**config.mk**
```make
export PLATFORM = sky130hd
export DESIGN_NAME = alu16_nibble_sequencer
export DESIGN_NICKNAME = d
export VERILOG_FILES = /design/src/rtl/alu16_nibble_sequencer.sv
export SDC_FILE = /design/constraint.sdc
export NUM_CORES = 1
export LEC_CHECK = 0
export CORE_ASPECT_RATIO = 0.9
export CORE_MARGIN = 1.5
export CORE_UTILIZATION = 50
export DETAILED_ROUTE_END_ITERATION = 10
export GPL_TIMING_DRIVEN = 0
export PLACE_DENSITY = 0.8
export SLEW_MARGIN = 20
export SYNTH_ARGS = -nofsm -noshare
export SYNTH_HDL_FRONTEND = slang
export SYNTH_SLANG_ARGS = --single-unit
export TNS_END_PERCENT = 1
```
**constraint.sdc**
```tcl
create_clock -name clk -period 2.6 [get_ports clk]
set_clock_uncertainty 0.05 [all_clocks]
set_input_delay 0.39 -clock clk [delete_from_list [all_inputs] [get_ports clk]]
set_output_delay 0.39 -clock clk [all_outputs]
set_load 0.03 [all_outputs]
```
**src/rtl/alu16_nibble_sequencer.sv**
```systemverilog
// alu16_nibble_sequencer: nibble-serial ALU that pushes a W-bit operation through one 74181 slice,
// LSB nibble first, with valid/ready handshakes on both the operation and the result.
module alu_74181 (
    input  logic [3:0] sel,
    input  logic       mode,
    input  logic       c_in,
    input  logic [3:0] a,
    input  logic [3:0] b,
    output logic [3:0] f,
    output logic       c_out,
    output logic       equal
);
    logic [3:0] e;
    logic [3:0] d;
    logic [4:0] c;
    assign e = ~((a & b & {4{sel[3]}}) | (a & ~b & {4{sel[2]}}));
    assign d = ~(a | (~b & {4{sel[1]}}) | (b & {4{sel[0]}}));
    // c is the internal active-high carry; the pins use the inverted convention
    always_comb begin
        c[0] = ~c_in;
        for (int i = 0; i < 4; i++) c[i+1] = ~e[i] | (~d[i] & c[i]);
    end
    assign f     = ~(e ^ d) ^ ({4{~mode}} & ~c[3:0]);
    assign c_out = ~c[4];
    assign equal = &f;
endmodule

module alu16_nibble_sequencer #(
    parameter int NIBBLES = 4
) (
    input  logic                 clk,
    input  logic                 rst_n,
    input  logic                 in_valid,
    output logic                 in_ready,
    input  logic [3:0]           sel,
    input  logic                 mode,
    input  logic                 c_in,
    input  logic [4*NIBBLES-1:0] a,
    input  logic [4*NIBBLES-1:0] b,
    output logic                 out_valid,
    input  logic                 out_ready,
    output logic [4*NIBBLES-1:0] f,
    output logic                 c_out,
    output logic                 equal,
    output logic                 busy
);
    localparam int W = 4 * NIBBLES;
    localparam int NW = NIBBLES > 1 ? $clog2(NIBBLES) : 1;
    typedef enum logic [1:0] {IDLE, RUN, DONE} state_t;
    state_t state, state_nx;
    logic [NW-1:0] nib;
    logic [3:0]    sel_q;
    logic          mode_q;
    logic [W-1:0]  a_q, b_q, f_q;
    logic          carry, eq_acc;
    logic [3:0]    s_f;
    logic          s_cout, s_eq, last;
    alu_74181 u_slice (
        .sel   (sel_q),
        .mode  (mode_q),
        .c_in  (carry),
        .a     (a_q[4*nib +: 4]),
        .b     (b_q[4*nib +: 4]),
        .f     (s_f),
        .c_out (s_cout),
        .equal (s_eq)
    );
    assign last = nib == NW'(NIBBLES - 1);
    always_ff @(posedge clk or negedge rst_n) begin
        if (!rst_n) state <= IDLE;
        else        state <= state_nx;
    end
    always_comb begin
        state_nx  = state;
        in_ready  = state == IDLE;
        out_valid = state == DONE;
        busy      = state != IDLE;
        case (state)
            IDLE:    state_nx = in_valid ? RUN : IDLE;
            RUN:     state_nx = last ? DONE : RUN;
            DONE:    state_nx = out_ready ? IDLE : DONE;
            default: state_nx = IDLE;
        endcase
    end
    always_ff @(posedge clk or negedge rst_n) begin
        if (!rst_n) begin
            sel_q  <= '0;
            mode_q <= 1'b0;
            a_q    <= '0;
            b_q    <= '0;
            f_q    <= '0;
            carry  <= 1'b1;
            eq_acc <= 1'b0;
            nib    <= '0;
        end else if (state == IDLE && in_valid) begin
            sel_q  <= sel;
            mode_q <= mode;
            a_q    <= a;
            b_q    <= b;
            f_q    <= '0;
            carry  <= c_in;
            eq_acc <= 1'b1;
            nib    <= '0;
        end else if (state == RUN) begin
            f_q[4*nib +: 4] <= s_f;
            carry           <= s_cout;
            eq_acc          <= eq_acc & s_eq;
            nib             <= last ? nib : nib + 1'b1;
        end
    end
    assign f     = f_q;
    assign c_out = carry;
    assign equal = eq_acc;
endmodule

```
==> metrics.md <==
| Metric | Value |
|---|---|
| Status | finished clean |
| DRC | 0 |
| Power density cells | 1391 nW/µm² |
| Slew @ Worst Pin | 0.7190 ns |
| Fillcell total | 414 |
| Max_slew headroom | 0.5207 |
| Minimum clock period | 2.578 ns |
| Root buffer cell | clkbuf_8 |
| PortBufs | 62 |
| Via Count | 2,340 |
| Vias in the first global route | 2,278 |
| H-Tree Depth | 3 |
| DR WL/cell | 14.58 µm |
| Vias per cell | 5.235 |
| RD Place Congestion | 0.8956 |
| Skew-Pair Late Insertion Delay | 0.34 ns |
| Net Count, Synth | 343 |
| Most frequent cells after synthesis | nand2_1, dfrtp_1, o21ai_0 |
| CTS sink count | 59 |
| DRT Pass-1 Iters | 4 |
| Die Ht | 73.79 µm |
| CP Launch Type | flip-flop |
| GR Util All Layers | 0.2481 |
| Flip-flop and latch area | 1478 µm² |
| Critical Path RT | 2.81 ns |
| Antenna fix cells | 0 |
| Post-synth top area cell | dfrtp_1 |
| Crit share post-route | 0.9915 |
| Multi-input gate area | 1265 µm² |
| Worst setup EP type | flip-flop |
| Highest Clock Rate | 387.9 MHz |
| Largest net degree at the start of global routing | 60 |
| Worst setup margin | 0.02199 ns |
| Longest Clk Path Bufs | 2 |
| Yosys reg bits | 59 |
| Initial Util | 0.5235 |
| Post-DP HPWL | 4.617 mm |
| Max Cap Violations | 0 |
| Final Hold Vio Count | 0 |
| Core box area | 5318 µm² |
| Ys async rst share | 1.000 |
| Row count | 25 |
| CP arrival | 2.79 ns |
| Place WS | -0.1263 ns |
| Post-route ant nets | 0 |
| Post-synth EDFFs | 0 |
| Netlist cell types | 34 |
| Syn avg cell area | 9.373 µm² |
| Count leader, synth | nand2_1 |
| CTS buffer count | 9 |
| P&R area growth vs syn | 34.65% |
| Reg clk slew, reported paths | 0.07 ns |
| Final hold slack | 0.04342 ns |
| Max VDD drop | 0.7867 mV |
| Sequential fraction of the synthesis area | 0.5308 |
| Synth Cell Area | 2784 µm² |
| Post-synth top flop | dfrtp_1 |
| Lkg Pwr | 1.773 nW |
| CTS Hold Bufs | 0 |
| Die ar. | 6025 µm² |
| IO Count | 63 |
| Top post-synthesis cells by area | dfrtp_1, nand2_1, mux4_2 |
| Setup_tns | 0 ns |
| CP Class | reg -> reg |
| Max Fanout on Critical Path | 5 |
| Initial DRC count | 232 |
| RSZ-0062 raised after global routing | yes |
| Reg2Reg Depth | 8 |
| Nets | 422 |
| Hold WC Path Type | in -> async |
| Post-Syn Instances | 297 |
| Post-synth top area share | 0.5213 |
| Grt total ovfl | 0 |
| Final Setup Violations | 0 |
| Yosys warnings | 0 |
| Die width | 81.66 µm |
| CTS tree | done |
| Global-route wire length before repair | 10.75 mm |
| Antenna violations before repair | 0 |
| WL final | 6.518 mm |
| Final Slew Violations | 0 |
| Share of cells above drive strength 1 | 0.1211 |
[routing by layer]
metal	part of all wire	vias to the layer above	global-route usage	wire length [µm]
met1	0.44	1119	0.3306	2859
met3	0.051	14	0.05590	330
li1	-	1127	-	-
met2	0.49	80	0.3857	3164
met4	0.025	0	0.1186	163
met5	0	-	0	0
[through the flow]
stage	instance area (µm²)	utilization	power [mW]	instances
2_1_floorplan	2784	-	3.288	297
3_3_place_gp	3488	0.6560	3.956	426
3_5_place_dp	3486	0.6555	4.056	426
4_1_cts	3682	0.6925	4.900	441
5_1_grt	3749	0.7049	5.572	447
6_report	3749	0.7049	5.213	447
[sequential cells by signal, summed over array words and instances, names as in the netlist]
register  count
a_q          16
b_q          16
f            16
sel_q         4
nib           2
state         2
c_out         1
equal         1
mode_q        1
[kinds of logic (layout without fill, tap and decap cells)]
kind of cell	count (synthesis)	in the layout	share of synthesized area
DFF	59	59	0.5308
and+or+nand+nor	160	160	0.2373
AOI/OAI and AO/OA	37	37	0.07866
adders and majority gates	4	4	0.01798
xor gates and xnor gates	4	4	0.01258
buffers and inverters	18	101	0.02787
muxes	15	15	0.09483
[cell type report]
cell class	instances	area share
inverter	5	0.005007
tap	67	0.02236
multi-input combinational	220	0.3374
buffer	13	0.01636
sequential	59	0.3942
clock inverter	2	0.002670
clock buffer	13	0.04506
timing repair buffer	68	0.1769
[worst paths after layout]
kind	endpoint	slack (ns)	startpoint
worst max-delay path	equal$_DFFE_PN0P_	0.02	nib[0]$_DFFE_PN0P_
worst min-delay path	b_q[6]$_DFFE_PN0P_	0.04	rst_n
worst max register to register	equal$_DFFE_PN0P_	0.02	nib[0]$_DFFE_PN0P_
worst min register to register	b_q[7]$_DFFE_PN0P_	0.42	b_q[7]$_DFFE_PN0P_
max in group asynchronous	b_q[4]$_DFFE_PN0P_	1.97	rst_n
min in group clk	b_q[7]$_DFFE_PN0P_	0.42	b_q[7]$_DFFE_PN0P_
[power by group]
group	internal (mW)	switching (mW)	leakage [nW]
Clock	0.415	0.348	0.0953
Combinational	1.28	1.61	0.924
Sequential	1.30	0.246	0.753
Total	3.00	2.21	1.77
[critical path: stages, from the launching register on]
cell and delay (ns):
dfrtp_1 0.38, buf_6 0.14, mux4_2 0.55, mux2_4 0.34
o21bai_4 0.13, nand3b_1 0.14, xnor2_2 0.20, or3_4 0.39
o31ai_4 0.16
[cell usage in the layout (no fill, tap or decap), types with 2 or more instances in the layout]
cell	instances
clkdlybuf4s50_1	61
nor2b_1	5
dfrtp_1	58
clkbuf_1	11
o21ai_1	3
a21oi_1	9
mux2i_1	2
nand3b_1	2
and2_1	2
mux2_2	3
mux2_4	2
mux4_2	8
buf_4	8
ha_1	4
nand4_1	2
nand2b_1	4
nor2_1	6
clkbuf_8	12
inv_1	5
clkinv_2	2
o21ai_0	18
nand2_1	133
xnor2_2	3
[timing repair]
item	4_1_cts	5_1_grt
pin swaps	0	2
endpoints found under the setup margin	5	9
resized for setup	3	3
buffers inserted	0	6
Note: power is estimated with default switching activity, not from simulation.
